<file path="config.mk">
export PLATFORM = sky130hd
export DESIGN_NAME = hazard_ctrl
export DESIGN_NICKNAME = d
export VERILOG_FILES = /design/src/rtl/hazard_ctrl.sv
export SDC_FILE = /design/constraint.sdc
export NUM_CORES = 1
export LEC_CHECK = 0
export ABC_CLOCK_PERIOD_IN_PS = 1500
export CAP_MARGIN = 10
export CORE_UTILIZATION = 30
export DETAILED_ROUTE_END_ITERATION = 8
export PLACE_DENSITY = 0.77
export SLEW_MARGIN = 25
export SYNTH_ARGS = -nofsm -noshare
export SYNTH_HDL_FRONTEND = slang
export SYNTH_SLANG_ARGS = --single-unit
export TNS_END_PERCENT = 5
</file>
<file path="constraint.sdc">
create_clock -name CLK -period 1.5 [get_ports CLK]
set_clock_uncertainty 0.05 [all_clocks]
set_input_delay 0.15 -clock CLK [delete_from_list [all_inputs] [get_ports CLK]]
set_output_delay 0.15 -clock CLK [all_outputs]
set_load 0.01 [all_outputs]
</file>
<file path="src/rtl/hazard_ctrl.sv">
// rtl/hazard_ctrl.sv - pipeline hazard/forwarding controller; define HAZARD_STATS_EN for stall/flush counters
module hazard_ctrl #(
  parameter int REG_AW      = 5,
  parameter bit ZERO_REG    = 1'b1,
  parameter int MEM_TIMEOUT = 64
) (
  input  logic              CLK,
  input  logic              CLR,
  input  logic [REG_AW-1:0] RA1D,
  input  logic [REG_AW-1:0] RA2D,
  input  logic [REG_AW-1:0] RA1E,
  input  logic [REG_AW-1:0] RA2E,
  input  logic [REG_AW-1:0] WA3E,
  input  logic [REG_AW-1:0] WA3M,
  input  logic [REG_AW-1:0] WA3W,
  input  logic              RegWriteE,
  input  logic              RegWriteM,
  input  logic              RegWriteW,
  input  logic              MemToRegE,
  input  logic              PCSrcD,
  input  logic              PCSrcE,
  input  logic              PCSrcM,
  input  logic              PCSrcW,
  input  logic              BranchTakenE,
  input  logic              MemReqM,
  input  logic              MemReadyM,
  output logic [1:0]        ForwardAE,
  output logic [1:0]        ForwardBE,
  output logic              StallF,
  output logic              StallD,
  output logic              StallE,
  output logic              StallM,
  output logic              FlushD,
  output logic              FlushE,
  output logic              MemErr,
  output logic [1:0]        State
`ifdef HAZARD_STATS_EN
  ,
  output logic [15:0]       StallCycles,
  output logic [15:0]       FlushEvents
`endif
);

  localparam int CW = $clog2(MEM_TIMEOUT + 1);
  localparam logic [CW-1:0] TMO     = CW'(MEM_TIMEOUT);
  localparam logic [CW-1:0] CNT_ONE = CW'(1);

  localparam logic [1:0] S_RUN      = 2'b00;
  localparam logic [1:0] S_PC_PEND  = 2'b01;
  localparam logic [1:0] S_MEM_WAIT = 2'b10;

  logic [1:0]    state_q, state_d;
  logic [CW-1:0] cnt_q, cnt_d;
  logic          mem_err_q, mem_err_d;
  logic          rst_q;
  logic          in_reset;
  logic          ld_use;
  logic          pc_pend;
  logic [1:0]    fwd_a, fwd_b;
  logic          va1e, va2e, vwa3e;

  // The cycle after CLR drops still presents reset-like outputs
  assign in_reset = CLR | rst_q;

  // Register 0 is never a real producer/consumer when it is hardwired
  assign va1e  = !(ZERO_REG && (RA1E == '0));
  assign va2e  = !(ZERO_REG && (RA2E == '0));
  assign vwa3e = !(ZERO_REG && (WA3E == '0));

  // Operand bypass select: the younger M result wins over W
  always_comb begin
    fwd_a = 2'b00;
    fwd_b = 2'b00;
    if (RegWriteM && (WA3M == RA1E) && va1e)      fwd_a = 2'b10;
    else if (RegWriteW && (WA3W == RA1E) && va1e) fwd_a = 2'b01;
    if (RegWriteM && (WA3M == RA2E) && va2e)      fwd_b = 2'b10;
    else if (RegWriteW && (WA3W == RA2E) && va2e) fwd_b = 2'b01;
  end

  assign ld_use  = MemToRegE & RegWriteE & vwa3e & ((WA3E == RA1D) | (WA3E == RA2D));
  assign pc_pend = PCSrcD | PCSrcE | PCSrcM;

  assign ForwardAE = in_reset ? 2'b00 : fwd_a;
  assign ForwardBE = in_reset ? 2'b00 : fwd_b;
  assign State     = in_reset ? S_RUN : state_q;
  assign MemErr    = mem_err_q & ~CLR;

  // Next-state, wait counter and stall/flush decode; memory wait dominates everything
  always_comb begin
    state_d   = state_q;
    cnt_d     = cnt_q;
    mem_err_d = mem_err_q;
    StallF    = 1'b0;
    StallD    = 1'b0;
    StallE    = 1'b0;
    StallM    = 1'b0;
    FlushD    = 1'b0;
    FlushE    = 1'b0;
    if (in_reset) begin
      FlushD    = 1'b1;
      FlushE    = 1'b1;
      state_d   = S_RUN;
      cnt_d     = '0;
      mem_err_d = 1'b0;
    end else if (state_q == S_MEM_WAIT) begin
      StallF = 1'b1;
      StallD = 1'b1;
      StallE = 1'b1;
      StallM = 1'b1;
      if (MemReadyM) begin
        state_d = pc_pend ? S_PC_PEND : S_RUN;
        cnt_d   = '0;
      end else begin
        if (cnt_q < TMO) cnt_d = cnt_q + CNT_ONE;
        if (cnt_d >= TMO) mem_err_d = 1'b1;
      end
    end else if (MemReqM && !MemReadyM) begin
      // The entry cycle already counts as the first wait cycle
      StallF  = 1'b1;
      StallD  = 1'b1;
      StallE  = 1'b1;
      StallM  = 1'b1;
      state_d = S_MEM_WAIT;
      cnt_d   = CNT_ONE;
    end else begin
      if (pc_pend)                            state_d = S_PC_PEND;
      else if (state_q == S_PC_PEND && PCSrcW) state_d = S_RUN;
      else if (state_q == S_PC_PEND)           state_d = S_PC_PEND;
      else                                     state_d = S_RUN;

      if (BranchTakenE) begin
        FlushD = 1'b1;
        FlushE = 1'b1;
      end else if (ld_use) begin
        StallF = 1'b1;
        StallD = 1'b1;
        FlushE = 1'b1;
      end else if (pc_pend) begin
        StallF = 1'b1;
        FlushD = 1'b1;
      end else if (state_q == S_PC_PEND && PCSrcW) begin
        FlushD = 1'b1;
      end
    end
  end

  // State registers with synchronous reset
  always_ff @(posedge CLK) begin
    if (CLR) begin
      state_q   <= S_RUN;
      cnt_q     <= '0;
      mem_err_q <= 1'b0;
      rst_q     <= 1'b1;
    end else begin
      state_q   <= state_d;
      cnt_q     <= cnt_d;
      mem_err_q <= mem_err_d;
      rst_q     <= 1'b0;
    end
  end

`ifdef HAZARD_STATS_EN
  // Saturating event counters; reset cycles never count as flush events
  always_ff @(posedge CLK) begin
    if (CLR) begin
      StallCycles <= '0;
      FlushEvents <= '0;
    end else begin
      if (StallF && StallCycles != 16'hFFFF) StallCycles <= StallCycles + 16'd1;
      if (FlushE && !rst_q && FlushEvents != 16'hFFFF) FlushEvents <= FlushEvents + 16'd1;
    end
  end
`endif

endmodule

</file>
* Word-level counts from Yosys, hierarchy flattened
Index checks and enable logic that the tools add are counted.
W data, S select, Z words.
** Word-level totals
- Register bits :: 11
- Word-level logic and storage cells :: 93
- Bits of input ports :: 48
** Operators by class
- Bitwise logic cells :: 10
- $add $sub $neg :: 1
- Reductions and logical operators :: 20
- Mux-type cells :: 47
- $lt $le $gt $ge :: 2
- Eq/ne operators :: 9
** Operators with widths (number)
- $mux W7 :: 7
- $mux W1 :: 32
- $eq A5 B5 Y1 :: 6
- $mux W2 :: 8
- $logic_not A5 Y1 :: 3
- $logic_and A1 B1 Y1 :: 10
- $add A7 B1 Y7 const B :: 1
- $ge A7 B7 Y1 const B :: 1
- $lt A7 B7 Y1 const B :: 1
- $and A1 B1 Y1 :: 4
- $logic_not A1 Y1 :: 4
- $or A1 B1 Y1 :: 4
- $reduce_and A3 Y1 :: 1
- $eq A2 B1 Y1 const B :: 1
- $eq A2 B2 Y1 const B :: 1
- $ne A2 B2 Y1 const B :: 1
- $not A1 Y1 :: 2
- $reduce_bool A2 Y1 :: 1
- $reduce_or A2 Y1 :: 1

* Longest topological paths before layout
Gate-level depths: netlist of the first run.
- Depth after elaboration :: 9
- Gate-level depth with buffers :: 5

* Worst setup path before layout of the first run
OpenSTA, ideal clock, no wires.
- Path type :: register to output
- From :: reg rst_q
- To :: out StallM
- Buffers on the path :: 3
- Arrival :: 1325 ps
- Required time :: 1300 ps
- Path slack :: -25 ps
- Stages on the path, launching flop included :: 6
- Cell sequence :: dfxtp_1 > or2_2 > clkbuf_1 > clkbuf_1 > nor2_1 > buf_4
** Between the ends
- Cells in the longest elaborated chain, start to end :: 2
** RTL lines
- from (decl) :: RTL line 55 : logic rst_q;
- from (signal assigned) :: RTL line 153 : rst_q <= 1'b1;
- from (signal assigned) :: RTL line 158 : rst_q <= 1'b0;
- $or A1 B1 Y1 :: RTL line 63 : assign in_reset = CLR | rst_q;
- $mux W1
- to (decl) :: RTL line 32 : output logic StallM,
No other way between the ends.

* Final worst setup path of the first run
- From :: in WA3W[3]
- To :: out ForwardBE[0]
** Between the ends
- Cells in the longest elaborated chain, start to end :: 6
** RTL lines
- from (decl) :: RTL line 15 : input logic [REG_AW-1:0] WA3W,
- $eq A5 B5 Y1 :: RTL line 77 : else if (RegWriteW && (WA3W == RA2E) && va2e) fwd_b = 2'b01;
- $logic_and A1 B1 Y1 (2 in a row) :: RTL line 77
- $mux W1 :: RTL line 77
- $mux W2 :: RTL line 76 : if (RegWriteM && (WA3M == RA2E) && va2e) fwd_b = 2'b10;
- $mux W2 :: RTL line 84 : assign ForwardBE = in_reset ? 2'b00 : fwd_b;
- to (decl) :: RTL line 28 : output logic [1:0] ForwardBE,
No other way between the ends.

==> reports/metrics.csv, run 1 <==
stage,metric,value,unit
outcome,run status,finished with violations,
outcome,failing checks,negative setup slack,
critical_path,Worst Path Max Fanout,2,
critical_path,critical path's largest stage delay,540,ps
pwr,PwrDens,447,nW/um^2
synth,top_reg_cell synth,dfxtp_1,
die,Starting Density,32.6,%
clock_tree,Root Buffer,clkbuf_4,
synth,number of flops mapped to enable cells by yosys,0,
critical_path,stages on the worst setup path,5,
synth,cell count after synthesis,135,
sta,Slew Limit Fails,0,
global_routing,first-pass GRT wire length,6.15,mm
synth,syn_area_per_cell,7.56,sq um
final_layout,layout cells sized above 1,40.3,%
routing,drt pass-1 iters,5,
place,detailed placer's ending HPWL,2.78,mm
sta,Slew @ Worst Pin,312,ps
clock_tree,later-pin clock latency in the skew report,270,ps
place,placed insts,267,
final_layout,final cell count without fillers,275,
clock_tree,CTS buffer count,3,
die,IO Pins,61,
clock_tree,hold buffers post-CTS,0,
critical_path,critical-path cell list,"clkdlybuf4s50_1, xnor2_1, nand4_1, nor4_1, buf_2",
synth,Post-Syn Nets,184,
critical_path,required time of the critical path,1300,ps
pwr,leak pwr,0.853,nW
sta,Setup TNS,-833,ps
clock_tree,number of H-tree levels,1,
sta,unrepaired setup endpoints after global routing,yes,
final_layout,multi-input logic area,932,sq um
synth,"FF+latch count, synth",11,
synth,share of synthesized registers carrying an async set or reset,0,%
hold_path,HP Start,CLR,
sta,min Tclk post-route,1630,ps
sta,Tcrit/Tclk final,109,%
die,die area,3640,sq um
critical_path,cell count of the worst reg-to-reg path,5,
global_routing,total track usage,22.2,%
critical_path,worst setup path endpoint,ForwardBE[0],
pwr,maximum VDD drop,0.227,mV
critical_path,flop2flop setup slack,-120,ps
final_layout,fillers,265,
global_routing,total grt overflow,0,
sta,fmax,613,MHz
global_routing,initial antenna violation count,0,
final_layout,Layout Nets,281,
final_layout,FF/Latch Area,224,sq um
sta,Final WS setup,-132,ps
final_layout,diode count,0,
place,Final Wtd Congestion,0.868,
synth,unique cell type count in the Yosys netlist,34,
routing,Wirelength per Cell,13.7,um
critical_path,Critical Path Start Type,input pin,
clock_tree,Clock Sinks,11,
place,Area after DPL,1900,sq um
final_layout,most frequent cells in the layout,"28 x buf_4, 20 x dlygate4sd2_1, 17 x buf_2",
routing,DRC errors left,0,
die,Die Y,60.3,um
critical_path,Top Family by Delay on Critical Path,buffers and inverters,
clock_tree,Clock transition at path regs,80,ps
hold_path,Hold Path Class,in2reg,
critical_path,critical path capture point type,output port,
routing,First DRT Iteration DRCs,32,
critical_path,Crit-path slowest cell,clkdlybuf4s50_1,
routing,final WL,3.77,mm
die,total core area,3130,sq um
routing,vias per inst,4.97,
run,Max Cap Viol,0,
final_layout,design area,2050,sq um
critical_path,"Buf+Inv Stages, Crit Path",2,
die,Chip Width,60.3,um
critical_path,Worst EP arrival,1430,ps
critical_path,FF-to-FF End,cnt_q[4]$_SDFFE_PP0N_,
synth,register area share after synthesis,21.6,%
synth,Yosys warnings,0,
sta,final hold slack,182,ps
synth,area share of the largest cell type after synthesis,21.6,%
routing,via count,1368,
place,# port buffers,60,
sta,# setup viols final,11,
synth,"area leader, netlist",dfxtp_1,
final_layout,area delta synth->final,101,%
global_routing,number of global-route vias before repair,1401,
synth,Post-Syn Area,1020,sq um
sta,slew margin rel.,79.0,%
synth,Area contributors post-synth,"dfxtp_1 22%, xnor2_1 14%, xor2_1 12%",
die,row count,20,
critical_path,reg2reg start,state_q[0]$_SDFFE_PP0N_,
critical_path,critical path type,in2out,
clock_tree,Longest Clk Path Bufs,2,
final_layout,"commonest non-fill, non-tap cell in the layout",buf_4,
critical_path,Worst setup startpoint,WA3W[3],
global_routing,largest net degree at the start of global routing,11,
clock_tree,TritonCTS clock tree,built,
sta,Final Hold Vio Count,0,
routing,post-route antenna net violation count,0,
cell families after synthesis:
family          count (synthesis)  synth area share (%)
flops                          11                  21.6
xor+xnor                       30                  25.7
buf+inv                         8                  3.31
simple gates                   53                  29.4
compound gates                 31                  17.6
mux                             1                  1.10
fa+ha+maj                       1                  1.23
synth_stat cells, types with 2 or more instances:
cell type   n
xnor2_1    16
nor2_1     15
xor2_1     14
a21oi_1    11
dfxtp_1    11
o21ai_0    11
nand2_1     6
and2_1      4
inv_1       4
nand4_1     4
nor4_1      4
clkbuf_1    3
nand3_1     3
a22oi_1     2
a2bb2oi_1   2
nand3b_1    2
nor3_1      2
nor3b_1     2
o21a_1      2
or3_1       2
or4_1       2
per-stage QoR:
| step | utilization (%) | total power, mW | setup slack, ps |
|---|---|---|---|
| floorplan | - | 0.430 | -22.4 |
| global placement | 60.8 | 0.667 | -837 |
| detailed placement | 60.8 | 0.673 | -890 |
| CTS | 64.2 | 0.888 | -104 |
| global route | 65.5 | 0.961 | -150 |
| finish | 65.5 | 0.917 | -132 |
flip-flops by register name (all words and copies together) (netlist names):
| register | flops |
|---|---|
| cnt_q | 7 |
| rst_q | 1 |
| mem_err_q | 1 |
| state_q | 2 |
area by class of cell:
class,instances,area share (%)
Multi-Input combinational cell,116,45.5
Timing Repair Buffer,96,38.9
Sequential cell,11,10.9
Tap cell,44,2.69
Clock buffer,4,1.28
Inverter,4,0.733
layer usage:
| layer | track usage, % | wire length [um] | vias to the layer above | share of wire, % |
|---|---|---|---|---|
| li1 | - | - | 680 | - |
| met1 | 26.6 | 1520 | 624 | 40 |
| met2 | 40.3 | 1970 | 50 | 52 |
| met3 | 2.13 | 157 | 14 | 4.2 |
| met4 | 9.30 | 132 | 0 | 3.5 |
| met5 | 0 | 0 | - | 0 |
worst min-delay path by stage:
stage	endpoint	slack (ps)	depth (start not counted)
floorplan	rst_q$_DFF_P_	130	0
global placement	mem_err_q$_SDFFE_PP0P_	390	2
detailed placement	mem_err_q$_SDFFE_PP0P_	400	2
CTS	rst_q$_DFF_P_	180	1
global route	rst_q$_DFF_P_	180	1
finish	rst_q$_DFF_P_	180	1
repair_timing:
| item | 4_1_cts | 5_1_grt |
|---|---|---|
| pin swaps | 31 | 11 |
| setup buffers | 2 | 2 |
| setup endpoints to repair | 14 | 16 |
| endpoints found under the hold margin | 0 | 0 |
| gates resized for setup | 149 | 14 |
where the power goes:
group	leakage, nW	internal [mW]	switching [mW]	total (mW)
clock	0.0150	0.103	0.111	0.214
sequential	0.0902	0.297	0.00466	0.302
combinational	0.748	0.230	0.171	0.400
total	0.853	0.630	0.287	0.917
No activity file was read; power rests on OpenSTA's default activity.
==> run 2: changes to the inputs <==
--- a/config.mk
+++ b/config.mk
@@ -5,11 +5,12 @@
 export SDC_FILE = /design/constraint.sdc
 export NUM_CORES = 1
 export LEC_CHECK = 0
+export ABC_AREA = 1
 export ABC_CLOCK_PERIOD_IN_PS = 1500
 export CAP_MARGIN = 10
-export CORE_UTILIZATION = 30
+export CORE_UTILIZATION = 36
 export DETAILED_ROUTE_END_ITERATION = 8
-export PLACE_DENSITY = 0.77
+export PLACE_DENSITY = 0.85
 export SLEW_MARGIN = 25
 export SYNTH_ARGS = -nofsm -noshare
 export SYNTH_HDL_FRONTEND = slang
==> run 2 against run 1 <==
Compared with the run above: the run now ends clean; first-iteration DRC count up 94%; cell count up 16%; synthesized cell count up 48%; global-route usage down 2.1 points; combinational power down 14%; register-to-register slack better by 400 ps; sequential share of layout area up 0.49 points; largest cell class unchanged.
==> reports/metrics.csv, run 2 <==
stage,metric,value,unit
critical_path,FF-to-FF End,mem_err_q$_SDFFE_PP0P_,
synth,syn_area_per_cell,5.86,sq um
clock_tree,Root Buffer,clkbuf_4,
critical_path,flop2flop setup slack,280,ps
sta,Slew Limit Fails,0,
critical_path,cell count of the worst reg-to-reg path,5,
place,# port buffers,60,
synth,"area leader, netlist",dfxtp_1,
global_routing,initial antenna violation count,0,
die,Starting Density,38.1,%
clock_tree,number of H-tree levels,1,
die,row count,20,
pwr,Pwr Total,0.845,mW
place,detailed placer's ending HPWL,2.82,mm
clock_tree,hold buffers post-CTS,0,
critical_path,critical-path cell list,"nor2_4, nand2_2, nor3_2, nand3_1, nor2b_1, buf_2",
critical_path,Crit-path slowest cell,dfxtp_2,
routing,drt pass-1 iters,4,
hold_path,Hold Path Class,in2reg,
pwr,leak pwr,1.03,nW
routing,Wirelength per Cell,11.0,um
critical_path,critical path's largest stage delay,330,ps
sta,# setup viols final,0,
routing,post-route antenna net violation count,0,
clock_tree,TritonCTS clock tree,built,
global_routing,number of global-route vias before repair,1451,
global_routing,met2 usage,37.8,%
synth,cell count after synthesis,200,
synth,share of synthesized registers carrying an async set or reset,0,%
die,total core area,3080,sq um
synth,cell with the most instances after synthesis,nand2_1,
global_routing,largest net degree at the start of global routing,10,
final_layout,"commonest non-fill, non-tap cell in the layout",nand2_1,
final_layout,max reg flops,7,
global_routing,GRT met3 Usage,1.97,%
sta,slew margin rel.,84.3,%
critical_path,reg2reg start,cnt_q[1]$_SDFFE_PP0N_,
synth,unique cell type count in the Yosys netlist,33,
critical_path,Critical Path Start Type,flip-flop,
routing,vias per inst,4.82,
synth,"FF+latch count, synth",11,
synth,Post-Syn Nets,249,
sta,min Tclk post-route,1500,ps
final_layout,layout cells sized above 1,23.7,%
pwr,PwrDens,435,nW/um^2
die,IO Pins,61,
synth,register area share after synthesis,18.8,%
sta,Final Hold Vio Count,0,
clock_tree,CTS buffer count,3,
sta,Slew @ Worst Pin,234,ps
critical_path,required time of the critical path,1300,ps
global_routing,total grt overflow,0,
critical_path,Worst Path Max Fanout,3,
routing,DRC errors left,0,
synth,number of flops mapped to enable cells by yosys,0,
final_layout,Top reg by flops,cnt_q,
outcome,run status,"complete, no violations",
critical_path,critical path capture point type,output port,
final_layout,Layout Nets,324,
critical_path,Worst setup startpoint,rst_q$_DFF_P_,
critical_path,critical path type,reg2out,
pwr,maximum VDD drop,0.178,mV
final_layout,most frequent cells in the layout,"44 x nand2_1, 27 x inv_1, 22 x dlygate4sd2_1",
critical_path,Worst EP arrival,1300,ps
final_layout,largest registers,"cnt_q x7, state_q x2",
clock_tree,Clock transition at path regs,60,ps
sta,Tcrit/Tclk final,99.7,%
synth,area share of the largest cell type after synthesis,18.8,%
synth,top_reg_cell synth,dfxtp_1,
routing,via count,1532,
synth,Yosys warnings,0,
clock_tree,Clock Sinks,11,
die,Die Y,59.1,um
routing,First DRT Iteration DRCs,62,
clock_tree,Longest Clk Path Bufs,2,
final_layout,fillers,285,
die,die area,3490,sq um
clock_tree,later-pin clock latency in the skew report,270,ps
final_layout,area delta synth->final,65.4,%
global_routing,gr busiest metal,met2,
sta,Setup TNS,0,ps
global_routing,first-pass GRT wire length,5.49,mm
sta,unrepaired setup endpoints after global routing,yes,
critical_path,worst setup path endpoint,ForwardBE[0],
synth,Post-Syn Area,1170,sq um
global_routing,Global Route met1 Usage,22.5,%
place,Final Wtd Congestion,0.857,
die,Chip Width,59.1,um
global_routing,total track usage,20.1,%
final_layout,diode count,0,
routing,final WL,3.49,mm
sta,fmax,669,MHz
run,Max Cap Viol,0,
synth,most frequent cells after synthesis,"45 x nand2_1, 32 x inv_1, 20 x nor2_1",
synth,Area contributors post-synth,"dfxtp_1 19%, nand2_1 14%, inv_1 10%",
==> run 2: changes by cell type after synthesis, moves of 7 or more <==
| cell | previous run | this run |
|---|---|---|
| nand2_1 | 6 | 45 |
| xor2_1 | 14 | 4 |
| inv_1 | 4 | 32 |
| nand3_1 | 3 | 12 |
| nand2_2 | 0 | 7 |
| xnor2_1 | 16 | 4 |
==> run 2: final cells by class <==
type	instances	area [sq um]	share of cell area [%]
Timing Repair Buffer	72	646	33.3
Sequential cell	11	221	11.4
Tap cell	44	55.1	2.84
Clock buffer	4	26.3	1.35
Inverter	39	151	7.81
Multi-Input combinational cell	148	840	43.3
==> run 2: layer usage <==
| metal | vias up | share of wire [%] |
|---|---|---|
| met5 | - | 0 |
| met4 | 0 | 1.7 |
| met3 | 9 | 6.2 |
| met2 | 56 | 51 |
| met1 | 672 | 41 |
| li1 | 795 | - |
==> run 2: per-stage QoR <==
step	utilization, %	instances	setup WS (ps)	hold slack [ps]	instance area (sq um)
final	63.0	318	4.89	166	1940
after global routing	63.0	318	-75.9	177	1940
after CTS	60.9	317	-115	172	1870
after detailed placement	61.5	313	-570	407	1890
after global placement	61.5	313	-594	399	1890
after floorplan	-	200	320	128	1170
==> run 2: worst min-delay path by stage <==
| stage | to | cells past startpoint | start |
|---|---|---|---|
| floorplan | rst_q$_DFF_P_ | 0 | CLR |
| global placement | mem_err_q$_SDFFE_PP0P_ | 2 | mem_err_q$_SDFFE_PP0P_ |
| detailed placement | mem_err_q$_SDFFE_PP0P_ | 2 | mem_err_q$_SDFFE_PP0P_ |
| CTS | rst_q$_DFF_P_ | 1 | CLR |
| global route | rst_q$_DFF_P_ | 1 | CLR |
| finish | rst_q$_DFF_P_ | 1 | CLR |
==> run 2: logic make-up after synthesis <==
family                   Yosys count  synth area share, %
AND/OR/NAND/NOR                  115                 47.7
buffers and inverters             41                 14.3
AO/OA/AOI/OAI                     24                 12.2
flip-flops                        11                 18.8
XOR/XNOR                           8                 5.98
adder cells (fa/ha/maj)            1                 1.07
==> run 2: timing repair <==
action / 4_1_cts / 5_1_grt
resized for setup: 66 / 28
setup buffers: 0 / 1
setup endpoints to repair: 13 / 10
gates cloned: 0 / 0
endpoints found under the hold margin: 0 / 0
pin swaps: 8 / 15
==> run 2: worst max-delay path, delay by kind of cell, from the launching register on <==
| kind | cells | cell delay [ps] |
|---|---|---|
| AND/OR/NAND/NOR | 5 | 560 |
| buffers and inverters | 1 | 140 |
| flip-flops | 1 | 330 |
==> run 2: power by group <==
part	internal, mW	leakage [nW]	switching (mW)
combinational	0.175	0.925	0.167
sequential	0.297	0.0893	0.00360
clock	0.103	0.0150	0.0992
total	0.575	1.03	0.270
==> run 3: changes to the inputs <==
--- a/config.mk
+++ b/config.mk
@@ -10,6 +10,7 @@
 export CAP_MARGIN = 10
 export CORE_UTILIZATION = 36
 export DETAILED_ROUTE_END_ITERATION = 8
+export GPL_ROUTABILITY_DRIVEN = 0
 export PLACE_DENSITY = 0.85
 export SLEW_MARGIN = 25
 export SYNTH_ARGS = -nofsm -noshare
==> results of run 3 <==
No change in the layout: final DEF, timing and power equal those of run 2.
==> edit 1 (config.mk and constraints of run 2) <==
`REG_AW`: 5 -> 6.
--- a/src/rtl/hazard_ctrl.sv
+++ b/src/rtl/hazard_ctrl.sv
@@ -1,6 +1,6 @@
 // rtl/hazard_ctrl.sv - pipeline hazard/forwarding controller; define HAZARD_STATS_EN for stall/flush counters
 module hazard_ctrl #(
-  parameter int REG_AW      = 5,
+  parameter int REG_AW      = 6,
   parameter bit ZERO_REG    = 1'b1,
   parameter int MEM_TIMEOUT = 64
 ) (
Ports: changed (7 resized); port bits go from 61 to 68. The function was not compared with the original's and may differ.
==> edit 1 against run 2 <==
- the flow now finishes with violations (negative setup slack)
- routed wire length is 18% higher
- via count grew 13%
- setup slack worse by 0.17 ns
- total power grew 9.0%
- design area rose by 14%
- area after synthesis is 9.1% higher
- critical path depth up 1
- sequential cell count unchanged
- largest cell class unchanged
==> edit 1: results (changes against run 2) <==
[critical_path]
max_stage_delay_ns = 0.30  ; -0.03 ns
r2r-start = state_q[0]
r2r_cells = 7  ; +2
worstPathMaxFanout = 6  ; +3
cp.arrival_ns = 1.47  ; +0.17 ns

[final_layout]
drive_gt1_share_pct = 20.3  ; -3.5 points

[pwr]
p_leak_nw = 1.13  ; +9.9%
p_comb_share_pct = 44.7  ; +4.2 points

[synthesis]
yosysSeqAreaShare_pct = 17.2  ; -1.6 points
synth_nets = 286  ; +15%
synth-xor-area-share_pct = 8.90  ; +2.9 points
synth.top_cells.by_area = nand2_1 (18%), dfxtp_1 (17%), inv_1 (13%)
synth_compound_area_share_pct = 11.0  ; -1.2 points
synth_fa_ha_area_share_pct = 0.978  ; -0.089 points

[place]
hpwl_um = 3310  ; +17%
dpl_cell_area_sq_um = 2130  ; +13%

[run_status]
status = complete, but fails checks
violations = negative setup slack

[global_routing]
met3_usage_pct = 4.20  ; +2.2 points
met2_usage_pct = 44.1  ; +6.3 points
grt_usage_pct = 21.1  ; +0.94 points

[sta]
setup_slack_ns = -0.170  ; -0.175 ns
finalSetupViolations = 11  ; +11

[route]
met1_length_um = 1570  ; +11%
wl_met3_um = 338  ; +57%

[clock_tree]
post_cts_resized = 77  ; +17%

## edit 1: cell count changes after synthesis, sizes merged, moves of 2 or more
cell | before | now
nand4 | 7 | 4
nand3 | 13 | 15
nor2 | 26 | 33
xor2 | 4 | 10
or2 | 2 | 5
o22ai | 6 | 2
o21ai | 6 | 8
nand2 | 52 | 62
inv | 39 | 44
## edit 1: through the flow
| step | utilization (%) | setup slack [ns] | power (W) | cells |
|---|---|---|---|---|
| 2_1_floorplan | - | 0.136 | 0.000463 | 230 |
| 3_3_place_gp | 63.4 | -0.645 | 0.000700 | 358 |
| 3_5_place_dp | 63.4 | -0.704 | 0.000711 | 358 |
| 4_1_cts | 63.9 | -0.149 | 0.000908 | 362 |
| 5_1_grt | 65.5 | -0.262 | 0.000975 | 362 |
| 6_report | 65.5 | -0.170 | 0.000921 | 362 |
## edit 1: cell type report
type	instances	area (sq um)
clock buffer	4	26.3
timing repair buffer	85	781
fill	325	1160
tap	46	57.6
multi-input combinational	171	950
sequential	11	220
inverter	45	169
==> edit 2 (config.mk and constraints of run 2) <==
Made on the original files. Register the output `MemErr`, without a reset; this adds one clock of latency there. The other outputs are not delayed to match.
--- a/src/rtl/hazard_ctrl.sv
+++ b/src/rtl/hazard_ctrl.sv
@@ -83,7 +83,9 @@
   assign ForwardAE = in_reset ? 2'b00 : fwd_a;
   assign ForwardBE = in_reset ? 2'b00 : fwd_b;
   assign State     = in_reset ? S_RUN : state_q;
-  assign MemErr    = mem_err_q & ~CLR;
+  always_ff @(posedge CLK) begin
+    MemErr <= mem_err_q & ~CLR;
+  end
 
   // Next-state, wait counter and stall/flush decode; memory wait dominates everything
   always_comb begin
Formal check against the unedited RTL: same outputs for any inputs over 10 cycles, from zero or initial values; that may be too few to reach the edited logic, so the function may still have changed.
==> edit 2 against run 2 <==
- sequential cell count up 1
- the flow now finishes with violations (negative setup slack)
- largest power group unchanged
- setup slack worse by 0.021 ns
- largest cell class unchanged
- area after synthesis up 0.75%
- count of clock-buffer cells in the layout unchanged
- worst hold slack worse by 0.090 ns
- non-clock buffer count up 6
- routed wire length up 11%
- total power up 12%
- design area up 5.0%
==> edit 2: results (changes against run 2) <==
[run_status]
status = complete, but fails checks
violations = negative setup slack

[synthesis]
synth.distinct_cells = 32  ; -3.0%
synth-xor-area-share_pct = 7.42  ; +1.4 points
synth_nets = 253  ; +1.6%
synth_fa_ha_area_share_pct = 1.06  ; -0.0079 points
synth_compound_area_share_pct = 15.5  ; +3.3 points
yosysSeqAreaShare_pct = 20.3  ; +1.6 points
postSynthCellCount = 204  ; +2.0%
synth_common_cells = nand2_1 (48), inv_1 (41), nor2_1 (25), dfxtp_1 (12), nand3_1 (12)
synth.top_cells.by_area = dfxtp_1 (20%), nand2_1 (15%), inv_1 (13%)

[route]
dr.first_iter.drc_count = 66  ; +6.5%
routedWlPerCell_um = 11.7  ; +6.9%
drt-total-wl_um = 3860  ; +11%
num_vias = 1571  ; +2.5%

[final_layout]
num-fill-cells = 287  ; +0.70%
utilization_pct = 66.1  ; +3.1 points
nNetsFinal = 335  ; +3.4%
drive_gt1_share_pct = 24.2  ; +0.49 points

[sta]
slew_headroom_pct = 77.2  ; -7.1 points
setup_slack_ns = -0.0165  ; -0.0214 ns
finalSetupViolations = 2  ; +2
tns_ns = -0.0195  ; -0.0195 ns

[place]
gp_congestion = 0.891  ; +3.9%
dp.cells = 320  ; +2.2%
dp_slack_ns = -0.628  ; -0.0587 ns
dpl_cell_area_sq_um = 1930  ; +2.0%
hpwl_um = 2920  ; +3.8%

[pwr]
ir_worst_vdd_mv = 0.517  ; +190%
p_seq_share_pct = 34.5  ; -1.1 points
p_int_w = 0.000653  ; +14%
p_sw_w = 0.000294  ; +9.1%
p_leak_nw = 1.13  ; +9.8%
p_comb_share_pct = 37.2  ; -3.3 points

[clock_tree]
post_cts_resized = 71  ; +7.6%
clk_pin_slew_ns = 0.08  ; +0.02 ns
cts_setup_buffers = 1  ; +1

[critical_path]
r2r-end = cnt_q[6]
critical_path.slowest_cell = dfxtp_2
worstPathMaxFanout = 5  ; +2
critPathCapture = FlushD
r2r_slack_ns = 0.20  ; -0.08 ns
critPathLaunch = rst_q
r2r_cells = 8  ; +3

[global_routing]
grt_pass1_vias = 1385  ; -4.5%
grt_pass1_wl_um = 5610  ; +2.3%
grt_usage_pct = 20.6  ; +0.49 points

## edit 2: cell count changes after synthesis, sizes merged, moves of 2 or more
cell          run 2  this run
nand4             7         3
xor2              4         7
nor4              2         4
o22ai             6         9
nor3              8         6
nor2             26        28
inv              39        44
nor3b             2         0
## edit 2: routing by layer
layer | track usage [%] | vias up | routed length [um]
met4 | 4.08 | 0 | 29
met3 | 2.84 | 2 | 275
met2 | 35.0 | 50 | 1800
met1 | 27.8 | 708 | 1750
met5 | 0 | - | 0
li1 | - | 811 | -
## edit 2: logic make-up (layout without fill, tap and decap cells)
kind of cell | Yosys count | count (layout)
AND/OR/NAND/NOR | 107 | 108
buffers and inverters | 46 | 126
AO/OA/AOI/OAI | 28 | 28
flip-flops | 12 | 12
adder cells (fa/ha/maj) | 1 | 1
XOR/XNOR | 10 | 10
## edit 2: area by class of cell
cell class                      instances  area [sq um]  share of cell area [%]
Timing Repair Buffer                   78           698                    34.3
Tap cell                               44          55.1                    2.70
Sequential cell                        12           243                    11.9
Multi-Input combinational cell        147           838                    41.2
Clock buffer                            4          36.3                    1.78
Inverter                               44           165                    8.11
## edit 2: how the worst min path moves through the flow
| stage | cells past startpoint | start | to | slack, ns |
|---|---|---|---|---|
| finish | 1 | CLR | rst_q | 0.08 |
| global route | 1 | CLR | rst_q | 0.1 |
| CTS | 1 | CLR | rst_q | 0.08 |
| detailed placement | 2 | mem_err_q | MemErr | 0.39 |
| global placement | 2 | mem_err_q | MemErr | 0.38 |
| floorplan | 0 | CLR | rst_q | 0.13 |
## edit 2: worst register-to-register path: cells and delay by family (launching register included)
family / cells / cell delay (ns)
flops: 1 / 0.33
compound gates: 1 / 0.11
buf+inv: 3 / 0.26
simple gates: 4 / 0.49
